$ cat src/rtl/lsu_dmem_master.sv
// MEM-stage load/store unit: one request in, memory beats out, one response pulse back.
// Ports: clk/reset, req_* pipeline request (valid/ready), rsp_* completion pulse,
//   busy, mem_* single-port data memory (cs/wr_en active-low, rd_en active-high,
//   mask encodes size+sign, mem_rdata combinational and right-aligned by the memory).
// Optional macro LSU_MISALIGN_EN: split misaligned H/W into byte or word beats;
//   when undefined every misaligned H/W access takes the error path.
module lsu_dmem_master #(
  parameter int DMEM_WORDS = 64
) (
  input  logic        clk,
  input  logic        reset,
  input  logic        req_valid,
  output logic        req_ready,
  input  logic        req_we,
  input  logic [2:0]  req_funct3,
  input  logic [31:0] req_addr,
  input  logic [31:0] req_wdata,
  output logic        rsp_valid,
  output logic [31:0] rsp_rdata,
  output logic        rsp_err,
  output logic        busy,
  output logic        mem_cs,
  output logic        mem_rd_en,
  output logic        mem_wr_en,
  output logic [31:0] mem_addr,
  output logic [31:0] mem_wdata,
  output logic [3:0]  mem_mask,
  input  logic [31:0] mem_rdata
);

  localparam logic [32:0] LIMIT = 33'(4 * DMEM_WORDS);

  typedef enum logic [1:0] {
    IDLE,
    ACCESS,
    RESP
  } state_t;

  state_t      state;
  logic [1:0]  beat;
  logic [1:0]  last;
  logic        we_q;
  logic [2:0]  f3_q;
  logic [31:0] addr_q;
  logic [31:0] wdata_q;

  function automatic logic [3:0] lane_mask(input logic [2:0] f3);
    case (f3)
      3'b000:  lane_mask = 4'b0000;
      3'b001:  lane_mask = 4'b0001;
      3'b100:  lane_mask = 4'b0010;
      3'b101:  lane_mask = 4'b0100;
      default: lane_mask = 4'b1000;
    endcase
  endfunction

  function automatic logic [31:0] repl(input logic [1:0] sz,
                                       input logic [31:0] d);
    case (sz)
      2'b00:   repl = {4{d[7:0]}};
      2'b01:   repl = {2{d[15:0]}};
      default: repl = d;
    endcase
  endfunction

  function automatic logic [31:0] ext(input logic [2:0] f3,
                                      input logic [31:0] d);
    case (f3)
      3'b000:  ext = {{24{d[7]}}, d[7:0]};
      3'b001:  ext = {{16{d[15]}}, d[15:0]};
      3'b100:  ext = {24'd0, d[7:0]};
      3'b101:  ext = {16'd0, d[15:0]};
      default: ext = d;
    endcase
  endfunction

  // Request classification, evaluated on the incoming request.
  logic        ill;
  logic        oor;
  logic        mis;
  logic        err_req;
  logic [32:0] size_m1;

  always_comb begin
    ill = (req_funct3 == 3'b011) ||
          (req_funct3[2:1] == 2'b11) ||
          (req_we && req_funct3[2]);
    case (req_funct3[1:0])
      2'b00:   size_m1 = 33'd0;
      2'b01:   size_m1 = 33'd1;
      default: size_m1 = 33'd3;
    endcase
    // 33-bit sum so accesses near 0xFFFFFFFF cannot wrap into range
    oor = ({1'b0, req_addr} + size_m1) >= LIMIT;
    mis = ((req_funct3[1:0] == 2'b01) && req_addr[0]) ||
          ((req_funct3[1:0] == 2'b10) && (req_addr[1:0] != 2'b00));
`ifdef LSU_MISALIGN_EN
    err_req = ill || oor;
`else
    err_req = ill || oor || mis;
`endif
  end

  // Next-beat plan: beat 0 from the request while idle,
  // beat+1 from the latched request while accessing.
  logic        p_we;
  logic [2:0]  p_f3;
  logic [31:0] p_addr;
  logic [31:0] p_wdata;
  logic [31:0] n_addr;
  logic [31:0] n_wdata;
  logic [3:0]  n_mask;
  logic [1:0]  n_last;
`ifdef LSU_MISALIGN_EN
  logic        split_q;
  logic        p_split;
  logic [1:0]  p_idx;
  logic [7:0]  p_byte;
  logic [31:0] buf_q;
`endif

  always_comb begin
    p_we    = req_we;
    p_f3    = req_funct3;
    p_addr  = req_addr;
    p_wdata = req_wdata;
    if (state != IDLE) begin
      p_we    = we_q;
      p_f3    = f3_q;
      p_addr  = addr_q;
      p_wdata = wdata_q;
    end
    n_addr  = p_addr;
    n_mask  = lane_mask(p_f3);
    n_wdata = p_we ? repl(p_f3[1:0], p_wdata) : 32'd0;
    n_last  = 2'd0;
`ifdef LSU_MISALIGN_EN
    p_split = (state == IDLE) ? mis : split_q;
    p_idx   = (state == IDLE) ? 2'd0 : beat + 2'd1;
    p_byte  = 8'(p_wdata >> {p_idx, 3'b000});
    if (p_split) begin
      unique case (1'b1)
        (p_f3[1:0] == 2'b01): begin
          n_addr  = p_addr + 32'(p_idx);
          n_mask  = p_we ? 4'b0000 : 4'b0010;
          n_wdata = p_we ? {4{p_byte}} : 32'd0;
          n_last  = 2'd1;
        end
        (p_f3[1:0] != 2'b01) && !p_we: begin
          n_addr  = {p_addr[31:2], 2'b00} + {28'd0, p_idx, 2'b00};
          n_mask  = 4'b1000;
          n_wdata = 32'd0;
          n_last  = 2'd1;
        end
        (p_f3[1:0] != 2'b01) && p_we: begin
          n_addr  = p_addr + 32'(p_idx);
          n_mask  = 4'b0000;
          n_wdata = {4{p_byte}};
          n_last  = 2'd3;
        end
      endcase
    end
`endif
  end

  // Load result formed on the final beat from the live read data
  // plus whatever the first beat captured.
  logic [31:0] r_data;

  always_comb begin
    r_data = ext(f3_q, mem_rdata);
`ifdef LSU_MISALIGN_EN
    if (split_q) begin
      if (f3_q[1:0] == 2'b01)
        r_data = ext(f3_q, {16'd0, mem_rdata[7:0], buf_q[7:0]});
      else
        r_data = 32'({mem_rdata, buf_q} >> {addr_q[1:0], 3'b000});
    end
`endif
    if (we_q) r_data = 32'd0;
  end

  always_ff @(posedge clk or posedge reset) begin
    if (reset) begin
      state     <= IDLE;
      beat      <= 2'd0;
      last      <= 2'd0;
      we_q      <= 1'b0;
      f3_q      <= 3'd0;
      addr_q    <= 32'd0;
      wdata_q   <= 32'd0;
      req_ready <= 1'b1;
      busy      <= 1'b0;
      rsp_valid <= 1'b0;
      rsp_rdata <= 32'd0;
      rsp_err   <= 1'b0;
      mem_cs    <= 1'b1;
      mem_rd_en <= 1'b0;
      mem_wr_en <= 1'b1;
      mem_mask  <= 4'b1000;
      mem_addr  <= 32'd0;
      mem_wdata <= 32'd0;
`ifdef LSU_MISALIGN_EN
      split_q   <= 1'b0;
      buf_q     <= 32'd0;
`endif
    end else begin
      rsp_valid <= 1'b0;
      rsp_err   <= 1'b0;
      rsp_rdata <= 32'd0;
      unique case (state)
        IDLE: begin
          if (req_valid) begin
            we_q      <= req_we;
            f3_q      <= req_funct3;
            addr_q    <= req_addr;
            wdata_q   <= req_wdata;
            req_ready <= 1'b0;
            busy      <= 1'b1;
`ifdef LSU_MISALIGN_EN
            split_q   <= mis;
`endif
            if (err_req) begin
              state     <= RESP;
              rsp_valid <= 1'b1;
              rsp_err   <= 1'b1;
            end else begin
              state     <= ACCESS;
              beat      <= 2'd0;
              last      <= n_last;
              mem_cs    <= 1'b0;
              mem_rd_en <= ~req_we;
              mem_wr_en <= ~req_we;
              mem_addr  <= n_addr;
              mem_wdata <= n_wdata;
              mem_mask  <= n_mask;
            end
          end
        end
        ACCESS: begin
`ifdef LSU_MISALIGN_EN
          if (beat == 2'd0) buf_q <= mem_rdata;
`endif
          if (beat == last) begin
            state     <= RESP;
            rsp_valid <= 1'b1;
            rsp_rdata <= r_data;
            mem_cs    <= 1'b1;
            mem_rd_en <= 1'b0;
            mem_wr_en <= 1'b1;
            mem_mask  <= 4'b1000;
            mem_addr  <= 32'd0;
            mem_wdata <= 32'd0;
          end else begin
            beat      <= beat + 2'd1;
            mem_addr  <= n_addr;
            mem_wdata <= n_wdata;
            mem_mask  <= n_mask;
          end
        end
        RESP: begin
          state     <= IDLE;
          req_ready <= 1'b1;
          busy      <= 1'b0;
        end
        default: state <= IDLE;
      endcase
    end
  end

endmodule

$ cat config.mk
export PLATFORM = sky130hd
export DESIGN_NAME = lsu_dmem_master
export DESIGN_NICKNAME = d
export VERILOG_FILES = /design/src/rtl/lsu_dmem_master.sv
export SDC_FILE = /design/constraint.sdc
export NUM_CORES = 1
export LEC_CHECK = 0
export CAP_MARGIN = 5
export CORE_MARGIN = 3
export CORE_UTILIZATION = 50
export DETAILED_ROUTE_END_ITERATION = 6
export PLACE_DENSITY_LB_ADDON = 0.15
export SYNTH_ARGS = -nofsm -noshare
export SYNTH_HDL_FRONTEND = slang
export SYNTH_SLANG_ARGS = --single-unit
$ cat constraint.sdc
create_clock -name clk -period 6.5 [get_ports clk]
set_input_delay 0.975 -clock clk [delete_from_list [all_inputs] [get_ports clk]]
set_output_delay 0.975 -clock clk [all_outputs]
set_load 0.02 [all_outputs]
# After elaboration in Yosys (flattened, before gate mapping)
# Index checks and enable logic that the tools add are counted.
totals:
  register_bits: 179
  input_bits: 103
  out_inout_bits: 107
  wordCells: 112
op_classes:
  add_sub_neg: 2
  magnitude_cmp: 1
  n_eq_ne: 17
  n_mux: 50
  bitwise_logic: 1
  reduce_logical: 24
op_table:
  columns: ["operator", "count"]
  rows:
  - ["32-bit two-way mux", 12]
  - ["32-bit one-hot mux with 2 select lines", 3]
  - ["32-bit one-hot mux with 4 select lines", 1]
  - ["32-bit by 33-bit adder with 33-bit output", 1]
  - ["33-bit by 9-bit >= comparator with 1-bit output (second input constant)", 1]
  - ["4-bit one-hot mux with 4 select lines", 1]
  - ["1-bit two-way mux", 13]
  - ["3-bit equality test (second input constant)", 4]
  - ["2-bit two-way mux", 6]
  - ["4-bit two-way mux", 3]
  - ["1-bit one-hot mux with 2 select lines", 6]
  - ["2-bit one-hot mux with 2 select lines", 3]
  - ["2-bit zero test", 4]
  - ["2-bit inequality test (second input constant)", 4]
  - ["4-bit one-hot mux with 2 select lines", 1]
  - ["4-bit AND reduction", 2]
  - ["2-bit nonzero test", 4]
  - ["2-bit by 1-bit equality test with 1-bit output (second input constant)", 3]
  - ["2-bit equality test (second input constant)", 3]
  - ["3-bit by 1-bit equality test with 1-bit output (second input constant)", 2]
  - ["3-bit zero test", 2]
  - ["2-bit AND reduction", 3]
  - ["1-bit logical OR", 5]
  - ["3-bit by 2-bit equality test with 1-bit output (second input constant)", 1]
  - ["5 further kinds", 7]

# Longest topological paths before layout
# Gate-level depths: netlist (run 1).
logic_depth:
  word_depth: 9
  depth_mapped: 14
  ltp_nobuf: 11

# Least setup slack after synthesis (run 1)
# Ideal clock, no wire load.
synth_timing:
  path_type: "input to register"
  startpoint: "input req_funct3[1]"
  endpoint: "register mem_addr[10]"
  setup_time_ns: 0.145
  arrival_ns: 3.813
  t_required_ns: 6.355
  path_slack_ns: 2.542
  stages: 14
  n_path_buf: 3
  path_cell_list: "clkbuf_1 > or2_2 > ha_1 > fa_1 > nand3_1 > nor4_2 > nand4_1 > xnor2_1 > nor4_1 > a41oi_4 > buf_2 > buf_2 > nand2_1 > o31ai_2"
synth_via:
  elab_chain_cells: 8
  elab_cells_between_ends: 17
  classes_between: "1 x add/sub; 1 x order compare; 5 x eq/ne; 1 x mux; 9 x reduce/logical"
synth_lines:
  columns: ["item", "line_no", "source"]
  rows:
  - ["from (decl)", "15", "input logic [2:0] req_funct3,"]
  - ["2-bit by 1-bit equality test with 1-bit output / 2-bit zero test (equally long branches)", "88, 95", null]
  - ["2-bit one-hot mux with 2 select lines", "88", "case (req_funct3[1:0])"]
  - ["32-bit by 33-bit adder with 33-bit output", "94", "oor = ({1'b0, req_addr} + size_m1) >= LIMIT;"]
  - ["33-bit by 9-bit >= comparator with 1-bit output", "94", null]
  - ["1-bit logical OR", "100", "err_req = ill || oor || mis;"]
  - ["1-bit logical OR (*)", "100", null]
  - ["2-bit inequality test (no line) (*)", null, null]
  - ["3-bit AND reduction (no line) (*)", null, null]
  - ["to (signal assigned)", "234", "mem_addr <= n_addr;"]
  - ["to (signal assigned)", "256", "mem_addr <= n_addr;"]
  - ["to (decl)", "25", "output logic [31:0] mem_addr,"]
# Every way passes the cells marked *; elsewhere a longest branch is shown, timed or not.
# A chain may end at the register's enable or synchronous reset.

# Worst setup path in the final report (run 1)
layout_timing:
  startpoint: "input req_funct3[1]"
  endpoint: "register mem_wdata[17]"
layout_via:
  elab_chain_cells: 8
  elab_cells_between_ends: 26
  classes_between: "1 x add/sub; 1 x order compare; 6 x eq/ne; 8 x mux; 10 x reduce/logical"
layout_lines:
  columns: ["item", "line_no", "source"]
  rows:
  - ["2-bit by 1-bit equality test with 1-bit output / 2-bit zero test (equally long branches)", "88, 95", null]
  - ["2-bit one-hot mux with 2 select lines", "88", null]
  - ["32-bit by 33-bit adder with 33-bit output", "94", null]
  - ["33-bit by 9-bit >= comparator with 1-bit output", "94", null]
  - ["1-bit logical OR (2 in series)", "100", null]
  - ["2-bit inequality test (no line)", null, null]
  - ["3-bit AND reduction (no line)", null, null]
  - ["to (signal assigned)", "235", "mem_wdata <= n_wdata;"]
  - ["to (signal assigned)", "257", "mem_wdata <= n_wdata;"]
  - ["to (decl)", "26", "output logic [31:0] mem_wdata,"]
# Several ways; a longest one is shown, not always the timed one. The select of a mux whose other input is x is not followed.

==> results of run 1 <==
## state kept, by name, summed over array words and instances (netlist names), 2 cells and up
signal     flops
addr_q        32
mem_addr      32
mem_wdata     32
rsp_rdata     32
wdata_q       32
mem_mask       4
f3_q           3
beat           2
state          2
## power by group through the flow
stage,Sequential [mW],Combinational [mW],Clock (mW)
finish,1.21,0.353,1.00
global placement,1.22,0.346,0
floorplan,1.22,0.215,0
global route,1.21,0.394,1.06
detailed placement,1.23,0.351,0
CTS,1.21,0.354,1.02
## routing by layer
metal | vias up | global-route usage, %
met5 | - | 0
met1 | 3552 | 37.1
met2 | 270 | 37.7
met4 | 0 | 6.44
met3 | 21 | 4.36
li1 | 3629 | -
## worst max-delay path: stages
cell	delay [ps]
clkdlybuf4s50_1	850
or2_2	210
ha_1	200
fa_1	260
nand3_1	130
nor4_2	470
nand4_1	200
xnor2_1	170
nor4_1	650
a41oi_4	190
buf_4	420
a2111oi_0	510
a21o_1	130
## cell usage in the layout, fill, tap and decap left out, types with 3 or more instances in the layout
cell	instances
dfrtp_1	175
clkdlybuf4s50_1	209
buf_4	8
nor4_1	8
mux2i_1	55
o211ai_1	3
ha_1	3
or3_1	3
clkinv_4	4
inv_6	4
nand2_1	294
dfstp_2	4
nand3_1	17
and3_1	3
clkbuf_16	17
nor2_1	17
o31ai_2	33
a21o_1	15
xnor2_1	5
o21ai_1	6
nand4_1	20
a211oi_1	11
nand3b_1	15
a2111oi_2	5
a2111oi_0	6
o21ai_0	35
and2_1	21
inv_1	25
nor2_4	3
a21oi_1	41
o31ai_1	8
a31oi_1	5
and4_1	3
nor3_1	12
## through the flow
step                total power, mW  hold slack, ps  setup slack [ps]  cell area, µm²
floorplan                      1.43             437               673            8910
global placement               1.57             449              1250           11100
detailed placement             1.58             458              1010           11100
CTS                            2.58             474              1470           11700
global route                   2.67             498              1030           11700
finish                         2.56             470              1430           11700
## cell type report
class / count / share of cell area (%)
clock buffers: 20 / 3.83
multi-input cells: 680 / 34.9
repair buffers: 217 / 18.5
well taps: 225 / 2.42
clock inverters: 12 / 1.05
flip-flops and latches: 179 / 38.5
inverters: 26 / 0.881
## cells by family after synthesis
kind of cell | after synthesis | share of synthesized area, %
adders and majority gates | 4 | 0.646
muxes | 57 | 6.42
and+or+nand+nor | 433 | 22.1
buffers and inverters | 92 | 4.41
AOI/OAI and AO/OA | 181 | 15.6
xor gates and xnor gates | 5 | 0.491
DFF | 179 | 50.3
## worst min-delay path by stage
stage	from	end	slack, ps	cells after the start
final	wdata_q[24]	wdata_q[24]	470	2
after global routing	mem_addr[7]	mem_addr[7]	500	2
after CTS	wdata_q[29]	wdata_q[29]	470	2
after detailed placement	wdata_q[24]	wdata_q[24]	460	2
after global placement	wdata_q[30]	wdata_q[30]	450	2
after floorplan	wdata_q[24]	wdata_q[24]	440	2
==> results.py, run 1 <==
metrics = {
    "clock_network": {
        "tritoncts": "done",
        "htreeDepth": 4,
        "cts_max_path_buffers": 2,
        "cts.sinks": 179,
        "path_clk_slew_ps": 70,
        "hold_buffers": 0,
        "cts_buffers": 17,
        "root_buffer": "clkbuf_16",
        "cts-resized-gates": 0,
        "postCtsSetupBuffers": 0,
        "clk-insertion-delay-late_ps": 430,
    },
    "synthesis": {
        "synth_warnings": 0,
        "yosys-top-cells-count": "nand2_1, dfrtp_1, mux2i_1",
        "syn_inst": 951,
        "synth_top_area_share_pct": 49.2,
        "synth-seq-cells": 179,
        "synthArstFlopShare_pct": 100,
        "synth_most_common_cell": "nand2_1",
        "syn_area_per_cell_um2": 9.37,
        "syn_area_mm2": 0.00891,
        "synth_largest_area_cell": "dfrtp_1",
        "synthDistinctLibCells": 58,
        "synth_flop_cell": "dfrtp_1",
        "synth_nets": 1058,
        "ys_seq_area_share_pct": 50.3,
        "ys_top_cells_by_area": "dfrtp_1, nand2_1, mux2i_1",
        "synth-edff-count": 0,
    },
    "routing": {
        "wl_met3_mm": 1.57,
        "vias": 7472,
        "route.top_layer_used": "met4",
        "wire_per_inst_um": 17.6,
        "postRouteWirelength_mm": 23.9,
        "met2_length_mm": 10.9,
        "drt_iter0_drc": 530,
        "drc": 0,
        "drt_pass1_iterations": 5,
        "wl_met1_mm": 11.1,
        "viasPerCell": 5.50,
        "ant_nets": 0,
    },
    "final_layout": {
        "final_layout_size_suffix_gt1_share_pct": 8.55,
        "area_delta_synth_final_pct": 30.8,
        "regArea_mm2": 0.00448,
        "diodes": 0,
        "final_core_utilization_pct": 67.1,
        "fin_cells": 1359,
        "n_fill_cell": 1447,
        "multi_input_comb_area_mm2": 0.00406,
        "nets": 1228,
    },
    "timing": {
        "skew_ps": 8.75,
        "timing.fmax_mhz": 197,
        "setup_violations": 0,
        "tightest_slew_ps": 1180,
        "finalWorstPathRequiredPeriod_ps": 5070,
        "slew_violations": 0,
        "maxSlewHeadroom_pct": 20.7,
        "rsz0062_at_grt": "no",
        "fin_crit_sh_pct": 78.0,
        "finalSetupTns_ps": 0,
        "hold_viol_final": 0,
    },
    "global_routing": {
        "grt_pass1_vias": 7295,
        "grt_antenna_before_repair": 0,
        "grt_pass1_wl_mm": 39.1,
        "gr-total-overflow": 0,
        "grt_max_degree": 122,
        "gr-usage-all-layers_pct": 24.8,
    },
    "power": {
        "power.net_switching_mw": 0.702,
        "sw_frac_of_total_pct": 27.4,
        "p_int_mw": 1.86,
        "power_frac_comb_pct": 13.8,
        "p_clk_share_pct": 39.1,
        "seqPwrFrac_pct": 47.1,
        "p_per_area_mw_per_mm2": 220,
        "p_leak_nw": 5.37,
        "peakVddDrop_mv": 0.199,
    },
    "hold_path": {
        "min-delay-path-class": "flop to flop",
    },
    "setup_path": {
        "cp-endpoint": "mem_wdata[17]",
        "required_ps": 6870,
        "cp-start-kind": "primary input",
        "critPathKind": "primary input to flop",
        "crit_start": "req_funct3[1]",
        "end_kind": "flop",
        "r2r_end": "mem_wdata[27]",
        "cp_max_fo": 91,
        "ff2ff_path_depth": 8,
        "ff2ff_setup_slack_ps": 2890,
        "arrival_ps": 5440,
        "r2r-start": "state[1]",
    },
    "floorplanning": {
        "core.rowCount": 48,
        "core_area_mm2": 0.0174,
        "die_area_mm2": 0.0195,
        "io_pins": 210,
        "start_util_pct": 51.3,
        "die_x_um": 139,
        "die_y_um": 139,
    },
    "placement": {
        "gp_congestion": 0.880,
        "portBuffers": 209,
        "dp_hpwl_mm": 16.4,
        "placed_cells_incl_taps": 1327,
    },
    "flow_run": {
        "drv_cap": 0,
    },
    "run_status": {
        "outcome": "finished clean",
    },
}
Power figures use the tool's default switching activity.
==> inputs of run 2 (changes only) <==
--- a/config.mk
+++ b/config.mk
@@ -7,7 +7,7 @@
 export LEC_CHECK = 0
 export CAP_MARGIN = 5
 export CORE_MARGIN = 3
-export CORE_UTILIZATION = 50
+export CORE_UTILIZATION = 46
 export DETAILED_ROUTE_END_ITERATION = 6
 export PLACE_DENSITY_LB_ADDON = 0.15
 export SYNTH_ARGS = -nofsm -noshare
==> constraint.sdc (replaced) <==
create_clock -name clk -period 4.15 [get_ports clk]
set_input_delay 0.6225 -clock clk [delete_from_list [all_inputs] [get_ports clk]]
set_output_delay 0.6225 -clock clk [all_outputs]
set_load 0.02 [all_outputs]
==> run 2 against run 1 <==
Against the previous run: power increased by 63%; sequential cell count unchanged; register-to-register slack got worse by 1400 ps; clock skew about the same; die area increased by 8.3%; sequential share of layout area decreased by 1.4 points; critical path depth unchanged; clock power increased by 72%; hold slack got worse by 1.1 ps; utilization decreased by 3.2 points; highest routed layer unchanged.
==> results.py, run 2 (synthesis results as in run 1) <==
metrics = {
    "run_status": {
        "outcome": "finished clean",
    },
    "global_routing": {
        "grt_pass1_vias": 7452,
        "grt_pass1_wl_mm": 40.6,
        "grt_max_degree": 52,
        "gr-usage-all-layers_pct": 23.6,
        "grt_antenna_before_repair": 0,
        "gr-total-overflow": 0,
    },
    "power": {
        "sw_frac_of_total_pct": 27.2,
        "p_clk_share_pct": 41.0,
        "power_frac_comb_pct": 13.9,
        "p_per_area_mw_per_mm2": 347,
        "power.net_switching_mw": 1.14,
        "seqPwrFrac_pct": 45.1,
        "p_leak_nw": 5.59,
        "p_int_mw": 3.05,
        "peakVddDrop_mv": 0.297,
    },
    "final_layout": {
        "final_cell_mix": "nand2_1, clkdlybuf4s50_1, dfrtp_1",
        "diodes": 0,
        "area_delta_synth_final_pct": 35.5,
        "final_common_cell": "nand2_1",
        "nets": 1265,
        "n_fill_cell": 1617,
        "final_layout_size_suffix_gt1_share_pct": 11.5,
        "design_area_mm2": 0.0121,
    },
    "placement": {
        "dp_hpwl_mm": 17.2,
        "postPlaceCellArea_mm2": 0.0115,
        "portBuffers": 209,
        "gp_congestion": 0.914,
    },
    "timing": {
        "tightest_slew_ps": 1150,
        "rsz0062_at_grt": "no",
        "skew_ps": 9.16,
        "hold_viol_final": 0,
        "whs_ps": 469,
        "setup_violations": 0,
        "finalWorstPathRequiredPeriod_ps": 3800,
        "slew_violations": 0,
        "timing.fmax_mhz": 263,
        "fin_crit_sh_pct": 91.5,
        "maxSlewHeadroom_pct": 23.0,
    },
    "routing": {
        "drt_pass1_iterations": 5,
        "drc": 0,
        "wire_per_inst_um": 17.1,
        "drt_iter0_drc": 429,
        "vias": 7629,
        "viasPerCell": 5.33,
        "postRouteWirelength_mm": 24.4,
        "ant_nets": 0,
    },
    "setup_path": {
        "critPathKind": "primary input to flop",
        "required_ps": 4530,
        "crit_family": "simple AND/OR/NAND/NOR gates",
        "max_stage_delay_ps": 510,
        "cp_max_fo": 19,
        "cp-start-kind": "primary input",
        "cp_slowest_cell": "clkdlybuf4s50_1",
        "crit_chain": "clkdlybuf4s50_1, or2_2, ha_1, fa_1, and3_1, nand4_1, nor3_1, mux2i_1, nor4_2, a41oi_4, buf_12, a2111oi_0, a21o_1",
        "end_kind": "flop",
        "arrival_ps": 4170,
        "timing.critical_path.buf_inv": 2,
    },
    "clock_network": {
        "hold_buffers": 0,
        "htreeDepth": 4,
        "postCtsSetupBuffers": 0,
        "cts_max_path_buffers": 2,
        "clk-insertion-delay-late_ps": 430,
        "cts.sinks": 179,
        "tritoncts": "done",
        "cts_buffers": 17,
        "cts-resized-gates": 0,
        "root_buffer": "clkbuf_16",
        "path_clk_slew_ps": 70,
    },
    "floorplanning": {
        "die_x_um": 145,
        "start_util_pct": 47.2,
        "core_area_mm2": 0.0189,
        "core.rowCount": 50,
        "die_y_um": 145,
        "die_area_mm2": 0.0211,
        "io_pins": 210,
    },
    "hold_path": {
        "min-delay-path-class": "flop to flop",
    },
    "flow_run": {
        "drv_cap": 0,
    },
}
run 2: worst reg2reg max path, delay by kind of cell (launching register included):
| family | cells | cell delay (ps) |
|---|---|---|
| buffers and inverters | 1 | 280 |
| muxes | 1 | 240 |
| AOI/OAI and AO/OA | 2 | 380 |
| DFF | 1 | 510 |
| and+or+nand+nor | 2 | 1110 |
run 2: routing by layer:
metal	share of wire, %	track usage, %
met5	0	0
met4	1.4	6.41
met1	48	35.4
met2	44	34.9
met3	6.8	4.87
run 2: worst paths after layout:
check / startpoint / cells past startpoint / endpoint / slack [ps]
worst min register to register: wdata_q[26] / 2 / wdata_q[26] / 470
max in group asynchronous: reset / 3 / mem_mask[3] / 2600
worst min-delay path: wdata_q[26] / 2 / wdata_q[26] / 470
min in group asynchronous: reset / 2 / mem_addr[31] / 720
worst max register to register: state[1] / 6 / mem_wdata[31] / 1530
worst max-delay path: req_funct3[0] / 13 / mem_wdata[17] / 350
run 2: through the flow:
| stage | util, % | setup WS (ps) | power [mW] | TNS [ps] | std cells |
|---|---|---|---|---|---|
| 6_report | 63.9 | 352 | 4.19 | 0 | 1431 |
| 4_1_cts | 63.9 | 383 | 4.22 | 0 | 1431 |
| 3_3_place_gp | 60.6 | 2.49 | 2.49 | 0 | 1399 |
| 3_5_place_dp | 60.6 | -50.7 | 2.50 | -188 | 1399 |
| 5_1_grt | 63.9 | 53.2 | 4.39 | 0 | 1431 |
| 2_1_floorplan | - | 545 | 2.24 | 0 | 951 |
run 2: area by class of cell:
| class | count | area, µm² | share of cell area, % |
|---|---|---|---|
| clock buffer | 18 | 429 | 3.55 |
| clock inverter | 14 | 194 | 1.61 |
| inverter | 26 | 101 | 0.839 |
| multi-input combinational | 680 | 4060 | 33.6 |
| sequential | 179 | 4480 | 37.1 |
| tap | 260 | 325 | 2.69 |
| timing repair buffer | 254 | 2480 | 20.5 |
run 2: power groups by stage:
stage / registers (mW) / logic [mW] / clock network, mW
CTS: 1.89 / 0.585 / 1.75
detailed placement: 1.92 / 0.580 / 0
global route: 1.90 / 0.647 / 1.84
global placement: 1.92 / 0.574 / 0
finish: 1.89 / 0.580 / 1.72
floorplan: 1.91 / 0.337 / 0
